$ cat config.mk
export PLATFORM = sky130hd
export DESIGN_NAME = stream_demux
export DESIGN_NICKNAME = d
export VERILOG_FILES = /design/src/rtl/stream_demux_pkg.sv /design/src/rtl/stream_reg_slice.sv /design/src/rtl/stream_demux.sv
export SDC_FILE = /design/constraint.sdc
export NUM_CORES = 1
export LEC_CHECK = 0
export ABC_CLOCK_PERIOD_IN_PS = 1900
export CAP_MARGIN = 5
export CORE_UTILIZATION = 44
export DETAILED_ROUTE_END_ITERATION = 10
export PLACE_DENSITY_LB_ADDON = 0.2
export SLEW_MARGIN = 20
export SYNTH_ARGS = -nofsm -noshare
export SYNTH_HDL_FRONTEND = slang
export SYNTH_SLANG_ARGS = --single-unit
export TNS_END_PERCENT = 30
$ cat constraint.sdc
create_clock -name clk -period 1.9 [get_ports clk]
set_input_delay 0.38 -clock clk [delete_from_list [all_inputs] [get_ports clk]]
set_output_delay 0.38 -clock clk [all_outputs]
set_load 0.01 [all_outputs]
$ cat src/rtl/stream_demux_pkg.sv
// Shared types for the stream demultiplexer.
//   demux_state_t : packet-position state (first beat vs. body of a packet)
//   port_sel_t    : output port index
package stream_demux_pkg;

  typedef enum logic {ST_SOP = 1'b0, ST_BODY = 1'b1} demux_state_t;

  typedef logic port_sel_t;

  localparam port_sel_t PORT0 = 1'b0;
  localparam port_sel_t PORT1 = 1'b1;

endpackage

$ cat src/rtl/stream_reg_slice.sv
// One-entry valid/ready register slice.
//   clk, rst            : clock, synchronous active-high reset
//   load                : capture in_data/in_last this cycle (caller guarantees room)
//   in_data, in_last    : beat to capture
//   out_ready           : downstream ready
//   out_data/valid/last : registered beat presented downstream
// A load in the same cycle as a drain replaces the old beat and keeps valid high.
module stream_reg_slice #(
  parameter int N = 4
) (
  input  logic         clk,
  input  logic         rst,
  input  logic         load,
  input  logic [N-1:0] in_data,
  input  logic         in_last,
  input  logic         out_ready,
  output logic [N-1:0] out_data,
  output logic         out_valid,
  output logic         out_last
);

  logic [N-1:0] data_r;
  logic         last_r;
  logic         valid_r;

  // Slice storage: load wins over drain, otherwise hold while stalled.
  always_ff @(posedge clk) begin
    if (rst) begin
      data_r  <= {N{1'b0}};
      last_r  <= 1'b0;
      valid_r <= 1'b0;
    end else if (load) begin
      data_r  <= in_data;
      last_r  <= in_last;
      valid_r <= 1'b1;
    end else if (valid_r && out_ready) begin
      valid_r <= 1'b0;
    end else begin
      valid_r <= valid_r;
    end
  end

  assign out_data  = data_r;
  assign out_valid = valid_r;
  assign out_last  = last_r;

endmodule

$ cat src/rtl/stream_demux.sv
// Routes one valid/ready packet stream to one of two outputs.
//   s_data/s_valid/s_last/s_ready : input stream
//   select                        : port choice, sampled on the first beat of a packet
//   m0_* / m1_*                   : output streams, each behind a one-entry slice
//   busy                          : a packet is partly transferred
//   pkt_cnt0/pkt_cnt1             : wrapping counts of packets completed per port
module stream_demux
  import stream_demux_pkg::*;
#(
  parameter int N     = 4,
  parameter int CNT_W = 8
) (
  input  logic             clk,
  input  logic             rst,
  input  logic [N-1:0]     s_data,
  input  logic             s_valid,
  input  logic             s_last,
  output logic             s_ready,
  input  logic             select,
  output logic [N-1:0]     m0_data,
  output logic             m0_valid,
  output logic             m0_last,
  input  logic             m0_ready,
  output logic [N-1:0]     m1_data,
  output logic             m1_valid,
  output logic             m1_last,
  input  logic             m1_ready,
  output logic             busy,
  output logic [CNT_W-1:0] pkt_cnt0,
  output logic [CNT_W-1:0] pkt_cnt1
);

  demux_state_t     state_r;
  port_sel_t        route_r;
  logic [CNT_W-1:0] cnt0_r;
  logic [CNT_W-1:0] cnt1_r;

  port_sel_t tgt_s;
  logic      ready_s;
  logic      accept_s;
  logic      load0_s;
  logic      load1_s;

  // Target port: live select on a first beat, latched route inside a packet.
  always_comb begin
    tgt_s = PORT0;
    if (state_r == ST_SOP) begin
      tgt_s = select;
    end else begin
      tgt_s = route_r;
    end
  end

  // Input ready follows only the target slice; s_valid is deliberately not used.
  always_comb begin
    ready_s = 1'b0;
    case (tgt_s)
      PORT0:   ready_s = !m0_valid || m0_ready;
      PORT1:   ready_s = !m1_valid || m1_ready;
      default: ready_s = 1'b0;
    endcase
  end

  assign s_ready  = ready_s;
  assign accept_s = s_valid && ready_s;
  assign load0_s  = accept_s && (tgt_s == PORT0);
  assign load1_s  = accept_s && (tgt_s == PORT1);

  // Packet-position FSM and route latch.
  always_ff @(posedge clk) begin
    if (rst) begin
      state_r <= ST_SOP;
      route_r <= PORT0;
    end else begin
      case (state_r)
        ST_SOP: begin
          if (accept_s && !s_last) begin
            state_r <= ST_BODY;
            route_r <= select;
          end else begin
            state_r <= ST_SOP;
          end
        end
        ST_BODY: begin
          if (accept_s && s_last) begin
            state_r <= ST_SOP;
          end else begin
            state_r <= ST_BODY;
          end
        end
        default: begin
          state_r <= ST_SOP;
          route_r <= PORT0;
        end
      endcase
    end
  end

  // Completed-packet counters; a last beat leaving a slice ends a packet.
  always_ff @(posedge clk) begin
    if (rst) begin
      cnt0_r <= {CNT_W{1'b0}};
      cnt1_r <= {CNT_W{1'b0}};
    end else begin
      if (m0_valid && m0_ready && m0_last) begin
        cnt0_r <= cnt0_r + {{(CNT_W-1){1'b0}}, 1'b1};
      end
      if (m1_valid && m1_ready && m1_last) begin
        cnt1_r <= cnt1_r + {{(CNT_W-1){1'b0}}, 1'b1};
      end
    end
  end

  assign busy     = (state_r == ST_BODY);
  assign pkt_cnt0 = cnt0_r;
  assign pkt_cnt1 = cnt1_r;

  stream_reg_slice #(.N(N)) u_slice0 (
    .clk       (clk),
    .rst       (rst),
    .load      (load0_s),
    .in_data   (s_data),
    .in_last   (s_last),
    .out_ready (m0_ready),
    .out_data  (m0_data),
    .out_valid (m0_valid),
    .out_last  (m0_last)
  );

  stream_reg_slice #(.N(N)) u_slice1 (
    .clk       (clk),
    .rst       (rst),
    .load      (load1_s),
    .in_data   (s_data),
    .in_last   (s_last),
    .out_ready (m1_ready),
    .out_data  (m1_data),
    .out_valid (m1_valid),
    .out_last  (m1_last)
  );

endmodule

==> impl_metrics.tcl, run 1 <==
set metrics [dict create \
    initial_core_util 0.4805 \
    post-route-period-util 0.9390 \
    power.density_mw_per_mm2 675.8 \
    synth_warnings 0 \
    syn_area_per_cell_sq_um 9.417 \
    rr_endpoint "u_slice1.out_data[3]$_SDFFE_PP0P_" \
    antenna_found_initial 0 \
    tritoncts "done" \
    grt_max_degree 15 \
    grt_pass1_vias 1088 \
    crit_path_start_kind "input port" \
    hpwl_um 1983 \
    maxCapViolations 0 \
    wl_met2_um 1349 \
    slowest_delay_ns 0.43 \
    root_buffer "clkbuf_4" \
    die_h_um 54.95 \
    worstSetupEndpointType "output pin" \
    io_pins 41 \
    worst_slack_ns 0.1159 \
    layout_common_cells "clkdlybuf4s50_1 (38), dfxtp_1 (29), nor2_1 (22), buf_4 (12), mux2i_1 (11)" \
    layout_commonest_cell "clkdlybuf4s50_1" \
    rows 18 \
    wl_per_cell_um 12.25 \
    synth_cell_type_count 25 \
    syn_inst 131 \
    clock_path_buffers 2 \
    final_hold_viol_count 0 \
    path_max_fanout 3 \
    synth-seq-cells 30 \
    vias_per_cell 5.079 \
    seq_area_sq_um 601.8 \
    regToRegSetupSlack_ns 0.37 \
    io_buffer_count 40 \
    arrival_ns 1.40 \
    crit_type "input port to output pin" \
    drv_slew 0 \
    synthesis.area_sq_mm 0.001234 \
    required_ns 1.52 \
    finalSetupViolations 0 \
    hold_path_depth 2 \
    drive_gt1_frac 0.1405 \
    ir_drop_mv 0.5873 \
    grt_first_pass_wirelength_um 4485 \
    clk_latency_ns 0.32 \
    syn-num-nets 144 \
    m1WireLength_um 1086 \
    numCtsBuffers 5 \
    grt.total_usage 0.2172 \
    dr_wl_met3_um 161 \
    detail-route-antenna-nets 0 \
    overflow 0 \
    dp_cells 205 \
    h-tree-depth 2 \
    die_area_sq_mm 0.003020 \
    tightest_slew_ns 0.3076 \
    slew_headroom 0.7930 \
    hp-class "flip-flop to flip-flop" \
    min-delay-start "u_slice0.out_data[3]$_SDFFE_PP0P_" \
    core_sq_mm 0.002567 \
    cp_top_family "buffers and inverters" \
    synthToLayoutAreaGrowth_pct 44.93 \
    fin_cells 215 \
    cts_hold_buf 0 \
    die_width_um 54.95 \
    fin_crit_ns 1.784 \
    r2r_cells 7 \
    rsz0062_at_grt "false" \
    worstSetupStartpoint "m1_ready" \
    crit_buf_inv 2 \
    routabilityCongestion 0.7831 \
    fin_skew_ns 0.005082 \
    hold_end "u_slice0.out_data[3]$_SDFFE_PP0P_" \
    drt_wl_total_um 2633 \
    ys_seq_area_frac 0.4868 \
    dp_slack_ns -0.4072 \
    cts.reportedPaths.clkPinSlew_ns 0.08 \
    multi_input_area_sq_um 596.8 \
    cts_num_sinks 30 \
    crit_slowest_cell "clkdlybuf4s50_1" \
    vias 1092 \
    fillCellCount 215 \
    top_layer "met4" \
    drc 0 \
    status "completed" \
    layout.nets 197 \
    leakage_nw 0.7065 \
    antenna_cells 0 \
    crit_chain "clkdlybuf4s50_1 > nand2b_1 > mux2_2 > buf_2" \
    fmax_ghz 0.5605 \
    dr.pass1.iters 4 \
    drt_iter0_drc 15 \
]
area by class of cell:
class / instances / area share
sequential: 30 / 0.3366
multi-input combinational: 93 / 0.3338
timing repair buffer: 52 / 0.2708
clock buffer: 7 / 0.03079
tap: 30 / 0.02099
inverter: 2 / 0.004199
clock inverter: 1 / 0.002799
kinds of logic (layout without fill, tap and decap cells):
logic type,after synthesis,in the layout,synth area share
AND/OR/NAND/NOR,55,55,0.2150
flip-flops,30,30,0.4868
multiplexers,13,13,0.1065
XOR/XNOR,12,12,0.08519
AO/OA/AOI/OAI,11,11,0.05375
buffers and inverters,8,62,0.03246
adder cells (fa/ha/maj),2,2,0.02028
tightest hold or removal path: stages (launching register included):
cell and delay, ns:
dfxtp_1 0.33, mux2i_1 0.07, nor2_1 0.07
worst max path at each step:
stage              end  slack (ns)  depth (start not counted)
3_3_place_gp   s_ready       -0.38                          4
6_report       s_ready        0.12                          4
4_1_cts        s_ready        0.03                          4
3_5_place_dp   s_ready       -0.41                          4
5_1_grt        s_ready        0.06                          3
2_1_floorplan  s_ready        0.41                          2
routing by layer:
layer / vias up / global-route usage
li1: 554 / -
met1: 491 / 0.2327
met2: 42 / 0.3775
met3: 5 / 0.07104
met4: 0 / 0.1125
met5: - / 0
where the power goes:
part           total, W  switching (W)  internal, W
clock          0.000391       0.000212     0.000179
combinational  0.000157      0.0000648    0.0000923
sequential     0.000660      0.0000133     0.000647
sequential cells by signal (all words and copies together) (netlist names), named ones only:
signal and count:
pkt_cnt0 8, pkt_cnt1 8, u_slice0.out_data 4, u_slice1.out_data 4
route_r 1, u_slice0.out_last 1, u_slice0.out_valid 1, u_slice1.out_last 1
u_slice1.out_valid 1
synthesized netlist by cell type:
cell type	n	area share
buf_2	2	0.0081
mux2i_1	12	0.097
clkbuf_1	3	0.0091
nand4_1	6	0.030
o21ai_0	2	0.0081
nand3_2	1	0.0081
nor3_1	2	0.0081
a211oi_2	1	0.010
buf_6	1	0.0091
nor4_1	2	0.010
a21o_2	1	0.0071
inv_1	2	0.0061
xnor2_1	6	0.043
dfxtp_1	30	0.49
nand3b_1	1	0.0061
nand3_1	5	0.020
mux2_2	1	0.0091
nand2b_1	4	0.020
nand2_1	8	0.024
xor2_1	6	0.043
ha_1	2	0.020
or3_1	2	0.010
nor2_1	22	0.067
and3_1	2	0.010
a21oi_1	7	0.028
what timing repair did:
item	in CTS	in global routing
endpoints found under the hold margin	0	0
endpoints found under the setup margin	1	1
buffers inserted	1	1
gates cloned	0	0
gates resized for setup	6	1
stage by stage:
stage	hold slack, ns	setup TNS, ns	utilization	total power, W	cell area [sq um]
after global placement	0.4627	-0.3781	0.6676	0.0008220	1714
after global routing	0.5301	0	0.6964	0.001273	1788
after floorplan	0.4477	0	-	0.0007403	1234
after CTS	0.5044	0	0.6959	0.001218	1787
final	0.5011	0	0.6964	0.001208	1788
after detailed placement	0.4878	-0.4072	0.6676	0.0008266	1714
Power figures use the tool's default switching activity.
==> inputs of run 2 (changes only) <==
Settings changed: ABC_AREA set to 1, ABC_CLOCK_PERIOD_IN_PS 1900 to 2200, CORE_UTILIZATION 44 to 48.
Clock period 1.9 ns to 2.2 ns, I/O delays scaled along.
==> run 2 against run 1 <==
Critical path depth is 2 higher; synthesized area rose by 3.8%; synthesized cell count up 29%; hold slack lost 0.053 ns; sequential power is 13% lower; clock skew rose by 0.0093 ns; sequential cell count is the same; highest routed layer unchanged; largest cell class unchanged; first-iteration DRC count rose by 20%; wire length shrank 0.53%; design area is 0.56% higher; core utilization is 2.3 points higher.
==> impl_metrics.tcl, run 2 <==
set metrics [dict create \
    status "completed" \
    initial_core_util 0.5120 \
    grt-busiest-layer "met2" \
    drv_slew 0 \
    min-delay-start "u_slice1.out_data[0]$_SDFFE_PP0P_" \
    syn_area_per_cell_sq_um 7.574 \
    synth-seq-cells 30 \
    power_w 0.001049 \
    r2r_cells 5 \
    h-tree-depth 2 \
    post-route-period-util 0.8195 \
    cp_common_cell "nand2_1" \
    rows 18 \
    numCtsBuffers 5 \
    syn_inst 169 \
    synth.most_common_cell "nand2_1" \
    dr.pass1.iters 4 \
    drt_wl_total_um 2619 \
    tritoncts "done" \
    clk_latency_ns 0.32 \
    layout.nets 230 \
    die_h_um 53.64 \
    crit_slowest_cell "clkdlybuf4s50_1" \
    arrival_ns 1.36 \
    synthTopCellsByCount "nand2_1 (34), dfxtp_1 (30), a21oi_1 (25), inv_1 (25), o21ai_0 (14)" \
    required_ns 1.76 \
    syn-num-nets 182 \
    detail-route-antenna-nets 0 \
    core_sq_mm 0.002500 \
    fin_crit_ns 1.803 \
    synthArstFlopShare 0 \
    crit_path_start_kind "input port" \
    grt_max_degree 16 \
    overflow 0 \
    io_pins 41 \
    crit_chain "clkdlybuf4s50_1 > nand2_1 > nand2_1 > nand2_1 > nand2_1 > dlymetal6s2s_1" \
    clockPowerShare 0.321 \
    grt_pass1_vias 1064 \
    hold_end "u_slice1.out_data[0]$_SDFFE_PP0P_" \
    slew_headroom 0.7289 \
    rr_endpoint "u_slice0.out_data[3]$_SDFFE_PP0P_" \
    routabilityCongestion 0.7974 \
    switching_share 0.2457 \
    drive_gt1_frac 0.1055 \
    power.density_mw_per_mm2 583.2 \
    power.switching_w 0.0002577 \
    grt_first_pass_wirelength_um 4264 \
    leakage_nw 0.6807 \
    met3_usage 0.06497 \
    tightest_slew_ns 0.4055 \
    worstSetupEndpointType "output pin" \
    fin_skew_ns 0.01440 \
    cts.reportedPaths.clkPinSlew_ns 0.09 \
    hpwl_um 1943 \
    clock_path_buffers 2 \
    layout_commonest_cell "clkdlybuf4s50_1" \
    ys_seq_area_frac 0.4692 \
    ir_drop_mv 0.4256 \
    drc 0 \
    maxCapViolations 0 \
    crit_buf_inv 2 \
    die_width_um 53.64 \
    synth_warnings 0 \
    yosys.area.top_type "dfxtp_1" \
    synthesis.area_sq_mm 0.001280 \
    finalSetupViolations 0 \
    combPwrFrac 0.129 \
    layout_common_cells "clkdlybuf4s50_1 (39), nand2_1 (34), dfxtp_1 (30), inv_1 (25), a21oi_1 (25)" \
    setup_tns_ns 0 \
    drt_iter0_drc 18 \
    vias 1216 \
    grt.total_usage 0.2059 \
    wl_per_cell_um 10.56 \
    cts_num_sinks 30 \
    synth_edf_count 0 \
    crit_type "input port to output pin" \
    synth-main-ff-cell "dfxtp_1" \
    antenna_found_initial 0 \
    synth_cell_type_count 21 \
    use_met1 0.2261 \
    yosysTopAreaCellShare 0.4692 \
    p_int_w 0.0007909 \
    seqPwrFrac 0.550 \
    synthToLayoutAreaGrowth_pct 40.47 \
    globalRouteMet2Util 0.3729 \
    die_area_sq_mm 0.002877 \
    fmax_ghz 0.5547 \
    hold_path_depth 2 \
    slowest_delay_ns 0.47 \
    regToRegSetupSlack_ns 0.83 \
    root_buffer "clkbuf_4" \
    synth_area_leaders "dfxtp_1 (47%), nand2_1 (10%), a21oi_1 (9.8%)" \
    antenna_cells 0 \
    final_hold_viol_count 0 \
    hp-class "flip-flop to flip-flop" \
    cts_hold_buf 0 \
    io_buffer_count 40 \
    rsz0062_at_grt "false" \
    vias_per_cell 4.903 \
    cp_top_family "buffers and inverters" \
    path_max_fanout 3 \
]
## run 2: layout make-up
class	count	area [sq um]
Clock inverter	1	5.005
Clock buffer	7	55.05
Inverter	25	93.84
Sequential cell	30	600.6
Timing Repair Buffer	45	440.4
Tap cell	30	37.54
Multi-Input combinational cell	110	565.5
Fill cell	193	701.9
## run 2: timing repair
action                                 in CTS  in global routing
buffers inserted                            0                  0
endpoints found under the hold margin       0                  0
setup endpoints to repair                   0                  1
gates resized for setup                     0                  1
## run 2: cell families after synthesis
group,Yosys count,share of synthesized area
AND/OR/NAND/NOR,62,0.2268
adder cells (fa/ha/maj),2,0.01955
XOR/XNOR,2,0.01369
buffers and inverters,29,0.08895
AO/OA/AOI/OAI,44,0.1818
flip-flops,30,0.4692
## run 2: worst register-to-register path: cells and delay by family, from the launching register on
| family | cells | cell delay, ns |
|---|---|---|
| compound gates | 2 | 0.36 |
| buf+inv | 1 | 0.07 |
| flops | 1 | 0.38 |
| simple gates | 2 | 0.45 |
## run 2: stage by stage
| stage | hold slack (ns) | cells | setup slack, ns | util | cell area [sq um] |
|---|---|---|---|---|---|
| after floorplan | 0.4671 | 169 | 0.9948 | - | 1280 |
| after global placement | 0.4331 | 240 | 0.03255 | 0.6942 | 1735 |
| after detailed placement | 0.4390 | 240 | 0.02497 | 0.6942 | 1735 |
| after CTS | 0.4528 | 248 | 0.01443 | 0.7182 | 1795 |
| after global routing | 0.4746 | 248 | 0.2478 | 0.7192 | 1798 |
| final | 0.4483 | 248 | 0.3971 | 0.7192 | 1798 |
## run 2: worst max-delay path by stage
| stage | to | depth (start not counted) | slack (ns) | startpoint |
|---|---|---|---|---|
| 2_1_floorplan | s_ready | 5 | 0.99 | flip-flop |
| 3_3_place_gp | s_ready | 6 | 0.03 | select |
| 3_5_place_dp | s_ready | 6 | 0.02 | select |
| 4_1_cts | s_ready | 6 | 0.01 | select |
| 5_1_grt | s_ready | 6 | 0.25 | select |
| 6_report | s_ready | 6 | 0.40 | select |
## run 2: metal layers
metal	share of wire	up-vias	wire [um]
met1	0.45	537	1173
met2	0.49	33	1281
li1	-	641	-
met5	0	-	0
met3	0.050	5	130
met4	0.013	0	34
## run 2: power by group through the flow
stage / clock, W / combinational (W) / sequential [W]
6_report: 0.000337 / 0.000135 / 0.000577
5_1_grt: 0.000372 / 0.000149 / 0.000580
4_1_cts: 0.000346 / 0.000137 / 0.000577
3_5_place_dp: 0 / 0.000136 / 0.000589
3_3_place_gp: 0 / 0.000134 / 0.000588
2_1_floorplan: 0 / 0.0000499 / 0.000597
